### config.mk
export PLATFORM = sky130hd
export DESIGN_NAME = vga_timing_gen
export DESIGN_NICKNAME = d
export VERILOG_FILES = /design/src/rtl/vga_timing_gen.sv
export SDC_FILE = /design/constraint.sdc
export NUM_CORES = 1
export LEC_CHECK = 0
export ABC_AREA = 1
export CORE_MARGIN = 2
export CORE_UTILIZATION = 50
export CTS_CLUSTER_SIZE = 16
export DETAILED_ROUTE_END_ITERATION = 10
export GPL_TIMING_DRIVEN = 0
export PLACE_DENSITY = 0.86
export SYNTH_ARGS = -nofsm -noshare
export SYNTH_HDL_FRONTEND = slang
export SYNTH_SLANG_ARGS = --single-unit
### constraint.sdc
create_clock -name clk_dot -period 2.3 [get_ports clk_dot]
set_input_delay 0.46 -clock clk_dot [delete_from_list [all_inputs] [get_ports clk_dot]]
set_output_delay 0.46 -clock clk_dot [all_outputs]
set_load 0.01 [all_outputs]
### src/rtl/vga_timing_gen.sv
`default_nettype none
// ============================================================================
//  Module   : vga_timing_gen
//  Purpose  : Raster timing generator for the dot-clock domain. Produces the
//             pixel/line counters, active-video flag, HSYNC/VSYNC, line and
//             frame strobes, a completed-frame counter, and copies of the
//             sync/active signals delayed to line up with pipelined RGB.
//  Ports    : clk_dot        - dot clock
//             reset_n        - asynchronous reset, active low
//             timing_en      - 1 = raster runs, 0 = raster held idle at 0,0
//             x_cnt/y_cnt    - current raster position (12 bits each)
//             vid_active     - position lies inside the visible area
//             hsync/vsync    - undelayed syncs, asserted level H_POL/V_POL
//             line_start     - one-cycle pulse at x_cnt==0
//             frame_start    - one-cycle pulse at x_cnt==0, y_cnt==0
//             frame_cnt      - completed-frame count (16-bit wrap)
//             hsync_dly, vsync_dly, vid_active_dly - PIPE_DLY-cycle copies
//  Revision : 1.0  initial release
// ============================================================================
module vga_timing_gen #(
   parameter int   H_ACTIVE = 640,
   parameter int   H_FP     = 16,
   parameter int   H_SYNC   = 96,
   parameter int   H_BP     = 48,
   parameter int   V_ACTIVE = 480,
   parameter int   V_FP     = 10,
   parameter int   V_SYNC   = 2,
   parameter int   V_BP     = 33,
   parameter logic H_POL    = 1'b0,
   parameter logic V_POL    = 1'b0,
   parameter int   PIPE_DLY = 3
) (
   input  logic        clk_dot,
   input  logic        reset_n,
   input  logic        timing_en,
   output logic [11:0] x_cnt,
   output logic [11:0] y_cnt,
   output logic        vid_active,
   output logic        hsync,
   output logic        vsync,
   output logic        line_start,
   output logic        frame_start,
   output logic [15:0] frame_cnt,
   output logic        hsync_dly,
   output logic        vsync_dly,
   output logic        vid_active_dly
);

   localparam int H_TOTAL = H_ACTIVE + H_FP + H_SYNC + H_BP;
   localparam int V_TOTAL = V_ACTIVE + V_FP + V_SYNC + V_BP;

   // 13-bit boundaries so a 4096-dot total does not alias to zero.
   localparam logic [12:0] H_LAST     = 13'(H_TOTAL - 1);
   localparam logic [12:0] H_ACT_END  = 13'(H_ACTIVE);
   localparam logic [12:0] HS_START   = 13'(H_ACTIVE + H_FP);
   localparam logic [12:0] HS_END     = 13'(H_ACTIVE + H_FP + H_SYNC);
   localparam logic [12:0] V_LAST     = 13'(V_TOTAL - 1);
   localparam logic [12:0] V_ACT_END  = 13'(V_ACTIVE);
   localparam logic [12:0] VS_START   = 13'(V_ACTIVE + V_FP);
   localparam logic [12:0] VS_END     = 13'(V_ACTIVE + V_FP + V_SYNC);

   // Elaboration-time legality checks.
   if (H_TOTAL > 4096 || V_TOTAL > 4096 || H_TOTAL < 1 || V_TOTAL < 1) begin : g_bad_total
      $error("vga_timing_gen: H_TOTAL/V_TOTAL must be in 1..4096");
   end
   if (PIPE_DLY < 0 || PIPE_DLY > 15) begin : g_bad_dly
      $error("vga_timing_gen: PIPE_DLY must be in 0..15");
   end

   // ------------------------------------------------------------------------
   // State
   // ------------------------------------------------------------------------
   logic [11:0] x_q, x_d;
   logic [11:0] y_q, y_d;
   logic [15:0] frame_cnt_q, frame_cnt_d;
   // run_q marks that the previous cycle was enabled; the first enabled
   // cycle after idle/reset presents 0,0 instead of advancing past it.
   logic        run_q, run_d;
   logic        vid_q, vid_d;
   logic        hsync_q, hsync_d;
   logic        vsync_q, vsync_d;
   logic        ls_q, ls_d;
   logic        fs_q, fs_d;

   logic [12:0] x13_d;
   logic [12:0] y13_d;

   // ------------------------------------------------------------------------
   // Next-state counters
   // ------------------------------------------------------------------------
   always_comb begin
      x_d         = x_q;
      y_d         = y_q;
      frame_cnt_d = frame_cnt_q;
      run_d       = run_q;
      if (!timing_en) begin
         x_d   = '0;
         y_d   = '0;
         run_d = 1'b0;
      end else if (!run_q) begin
         x_d   = '0;
         y_d   = '0;
         run_d = 1'b1;
      end else if ({1'b0, x_q} == H_LAST) begin
         x_d = '0;
         if ({1'b0, y_q} == V_LAST) begin
            y_d         = '0;
            frame_cnt_d = frame_cnt_q + 16'd1;
         end else begin
            y_d = y_q + 12'd1;
         end
      end else begin
         x_d = x_q + 12'd1;
      end
   end

   // ------------------------------------------------------------------------
   // Decode from next-state position so flags align with the counters
   // ------------------------------------------------------------------------
   always_comb begin
      x13_d   = {1'b0, x_d};
      y13_d   = {1'b0, y_d};
      vid_d   = timing_en && (x13_d < H_ACT_END) && (y13_d < V_ACT_END);
      hsync_d = (timing_en && (x13_d >= HS_START) && (x13_d < HS_END)) ? H_POL : ~H_POL;
      vsync_d = (timing_en && (y13_d >= VS_START) && (y13_d < VS_END)) ? V_POL : ~V_POL;
      ls_d    = timing_en && (x_d == 12'd0);
      fs_d    = timing_en && (x_d == 12'd0) && (y_d == 12'd0);
   end

   always_ff @(posedge clk_dot or negedge reset_n) begin
      if (!reset_n) begin
         x_q         <= '0;
         y_q         <= '0;
         frame_cnt_q <= '0;
         run_q       <= 1'b0;
         vid_q       <= 1'b0;
         hsync_q     <= ~H_POL;
         vsync_q     <= ~V_POL;
         ls_q        <= 1'b0;
         fs_q        <= 1'b0;
      end else begin
         x_q         <= x_d;
         y_q         <= y_d;
         frame_cnt_q <= frame_cnt_d;
         run_q       <= run_d;
         vid_q       <= vid_d;
         hsync_q     <= hsync_d;
         vsync_q     <= vsync_d;
         ls_q        <= ls_d;
         fs_q        <= fs_d;
      end
   end

   assign x_cnt       = x_q;
   assign y_cnt       = y_q;
   assign frame_cnt   = frame_cnt_q;
   assign vid_active  = vid_q;
   assign hsync       = hsync_q;
   assign vsync       = vsync_q;
   assign line_start  = ls_q;
   assign frame_start = fs_q;

   // ------------------------------------------------------------------------
   // Delay lines: {hsync, vsync, vid_active} shifted every cycle, including
   // while disabled, so the delayed copies drain to inactive.
   // ------------------------------------------------------------------------
   if (PIPE_DLY == 0) begin : g_dly_none
      assign hsync_dly      = hsync_q;
      assign vsync_dly      = vsync_q;
      assign vid_active_dly = vid_q;
   end else begin : g_dly_pipe
      logic [2:0] dly_q [PIPE_DLY];

      always_ff @(posedge clk_dot or negedge reset_n) begin
         if (!reset_n) begin
            for (int i = 0; i < PIPE_DLY; i++) begin
               dly_q[i] <= {~H_POL, ~V_POL, 1'b0};
            end
         end else begin
            dly_q[0] <= {hsync_q, vsync_q, vid_q};
            for (int i = 1; i < PIPE_DLY; i++) begin
               dly_q[i] <= dly_q[i-1];
            end
         end
      end

      assign hsync_dly      = dly_q[PIPE_DLY-1][2];
      assign vsync_dly      = dly_q[PIPE_DLY-1][1];
      assign vid_active_dly = dly_q[PIPE_DLY-1][0];
   end

endmodule
`default_nettype wire

==> impl_metrics.env <==
export IMPL_status="finished, final reports clean"
export IMPL_critPathTopFamily="simple AND/OR/NAND/NOR gates"
export IMPL_synth_compound_area_frac=0.0279
export IMPL_drive_gt1_frac=0.0845
export IMPL_wl_per_cell_um=13.3
export IMPL_syn_num_nets=386
export IMPL_netlist_instances=379
export IMPL_grt_pass1_vias=2474
export IMPL_antenna_found_initial=0
export IMPL_post_place_ws_ns=-0.178
export IMPL_synth_mux_area_frac=0
export IMPL_post_cts_buffers=0
export IMPL_min_period_over_period=0.931
export IMPL_yosys_area_top_type="dfrtp_1"
export IMPL_p_clk_frac=0.356
export IMPL_grt_pass1_wl_um=11300
export IMPL_drt_iter0_markers=199
export IMPL_synthSimpleGateAreaFrac=0.354
export IMPL_fmax_ghz=0.467
export IMPL_critPathBufInv=2
export IMPL_cts_buffers=5
export IMPL_cp_end_kind="register"
export IMPL_ys_ff_latch=55
export IMPL_layout_commonest_cell="nand2_1"
export IMPL_cp_start_kind="input port"
export IMPL_busiest_layer="met2"
export IMPL_hold_slack_ns=0.0181
export IMPL_synth_area_leaders="dfrtp_1 40%, nand2_1 13%, inv_1 7.9%"
export IMPL_clock_latency_ns=0.32
export IMPL_grt_max_degree=43
export IMPL_p_sw_w=0.000396
export IMPL_ioPinCount=51
export IMPL_syn_avg_cell_area_um2=7.81
export IMPL_met3_usage=0.0322
export IMPL_maxCapViolCount=0
export IMPL_fp_coreArea_um2=5820
export IMPL_cts_tree="done"
export IMPL_synthAdderAreaFrac=0.0169
export IMPL_fin_skew_ns=0.00835
export IMPL_routed_wl_um=6830
export IMPL_place_gp_congestion=0.922
export IMPL_min_path_type="input port to async pin"
export IMPL_synth_top_family_by_area="simple AND/OR/NAND/NOR gates"
export IMPL_postCtsHoldBufs=0
export IMPL_die_area_um2=6550
export IMPL_ys_warn_count=0
export IMPL_ys_types=27
export IMPL_cts_resized=0
export IMPL_leakage_nw=1.90
export IMPL_dr_total_vias=2674
export IMPL_slowest_stage="clkdlybuf4s50_1"
export IMPL_port_buffers=50
export IMPL_viasPerCell=5.21
export IMPL_finalMaxSlewViolations=0
export IMPL_path_class="input port to register"
export IMPL_diodes=0
export IMPL_die_h_um=81.0
export IMPL_htree_levels=2
export IMPL_worst_slew_pin_slew_ns=0.434
export IMPL_crit_path_max_fanout=8
export IMPL_cp_slowest_stage_delay_ns=0.60
export IMPL_reg2reg_from="x_cnt[0]"
export IMPL_use_met2=0.384
export IMPL_period_minus_slack_ns=2.14
export IMPL_grt_overflow_total=0
export IMPL_synth_xor_area_frac=0.0532
export IMPL_yosysSeqAreaShare=0.468
export IMPL_combPwrFrac=0.039
export IMPL_clk_path_buf_depth=2
export IMPL_path_cells="clkdlybuf4s50_1 > nand2_1 > inv_1 > nand2_1 > nor2_1 > nor2_2 > nand3_1 > nor2_1 > nand2_1 > nor2_1"
export IMPL_final_cell_mix="101 x nand2_1, 62 x inv_1, 49 x clkdlybuf4s50_1"
export IMPL_ir_worst_vdd_uv=266
export IMPL_finalSetupViolCount=0
export IMPL_cp_required_ns=2.56
export IMPL_cts_root_buf="clkbuf_8"
export IMPL_seqPwrFrac=0.605
export IMPL_cts_sinks=55
export IMPL_drc=0
export IMPL_layout_area_overhead_vs_synth_pct=24.3
export IMPL_synth_area_um2=2960
export IMPL_total_power_w=0.00162
export IMPL_final_nets=444
export IMPL_num_rows=28
export IMPL_grtUsageTotal=0.223
export IMPL_p_int_w=0.00123
export IMPL_worst_slack_ns=0.159
export IMPL_startpoint="timing_en"
export IMPL_initial_core_util=0.509
export IMPL_fp_dieW_um=81.0
export IMPL_switching_share=0.244
export IMPL_p_per_area_nw_per_um2=441
export IMPL_arrival_ns=2.40
export IMPL_hold_violations=0
export IMPL_ant_nets=0
export IMPL_drt_pass1_iter_count=5
export IMPL_grt_use_met1=0.288
export IMPL_relSlewSlack=0.710
export IMPL_clk_pin_slew_ns=0.11
export IMPL_yosysTopAreaCellShare=0.397
export IMPL_rsz0062_at_grt="false"
export IMPL_hpwlAfterDp_um=5220
==> Yosys cell counts <==
cell / count
a21oi_1: 1
or2_2: 1
nor2_1: 49
nor2_4: 5
nor3_2: 1
nand3_1: 35
xor2_1: 14
xnor2_1: 4
nor3_1: 3
o21ai_0: 11
dfstp_2: 8
inv_2: 1
nand3b_1: 1
nand2_1: 101
nand3_4: 1
o211ai_1: 1
nand4_1: 16
nand2_4: 1
inv_1: 62
nor2_2: 3
o21bai_1: 2
nand2_2: 2
dfrtp_1: 47
nand3b_4: 1
ha_1: 4
nor4_1: 3
nor3_4: 1
==> worst register-to-register path, delay by kind of cell, from the launching register on <==
family,cells,cell delay (ns)
DFF,1,0.43
adders and majority gates,1,0.24
and+or+nand+nor,10,1.40
==> flip-flops by register name, indices dropped and copies added (netlist names) <==
register / flops
frame_cnt: 16
frame_start: 1
g_dly_pipe.dly_q: 6
hsync: 1
hsync_dly: 1
line_start: 1
run_q: 1
vid_active: 1
vid_active_dly: 1
vsync: 1
vsync_dly: 1
x_cnt: 12
y_cnt: 12
==> metrics by stage <==
step,util,TNS [ns],instances,instance area (um^2)
after floorplan,-,0,379,2960
after global placement,0.611,-39.40,504,3560
after detailed placement,0.614,-1.02,505,3570
after CTS,0.632,0,513,3670
after global routing,0.633,0,513,3680
final,0.633,0,513,3680
==> power groups by stage <==
stage	Clock, W	Sequential, W	Combinational [W]
after CTS	0.000595	0.000982	0.0000646
after floorplan	0	0.00100	0.0000158
after detailed placement	0	0.00100	0.0000648
after global placement	0	0.00100	0.0000595
final	0.000578	0.000982	0.0000631
after global routing	0.000633	0.000983	0.0000706
==> layer usage <==
layer  part of all wire  wire length [um]  up-vias
li1                   -                 -     1305
met1               0.43              2930     1257
met2               0.50              3430      103
met3              0.055               374        9
met4              0.012                82        0
met5                  0                 0        -
==> final cells by class <==
cell class                      instances  area, um^2
Clock buffer                            5        68.8
Inverter                               63         236
Multi-Input combinational cell        261        1350
Timing Repair Buffer                   51         515
Sequential cell                        55        1390
Tap cell                               75        93.8
Clock inverter                          3        33.8
Fill cell                             533        2130
==> worst paths after layout <==
check | end | slack [ns] | depth (start not counted)
max | frame_start | 0.16 | 10
min in group clk_dot | g_dly_pipe.dly_q[5] | 0.36 | 0
max reg2reg | frame_start | 0.17 | 11
min | x_cnt[1] | 0.02 | 1
min reg2reg | g_dly_pipe.dly_q[5] | 0.36 | 0
max in group asynchronous | hsync | 1.71 | 2
==> cells by family (layout without fill, tap and decap cells) <==
group	count (synthesis)	after routing
flip-flops	55	55
XOR/XNOR	18	18
adder cells (fa/ha/maj)	4	4
buffers and inverters	63	122
AO/OA/AOI/OAI	15	15
AND/OR/NAND/NOR	224	224
No activity file was read; power rests on OpenSTA's default activity.
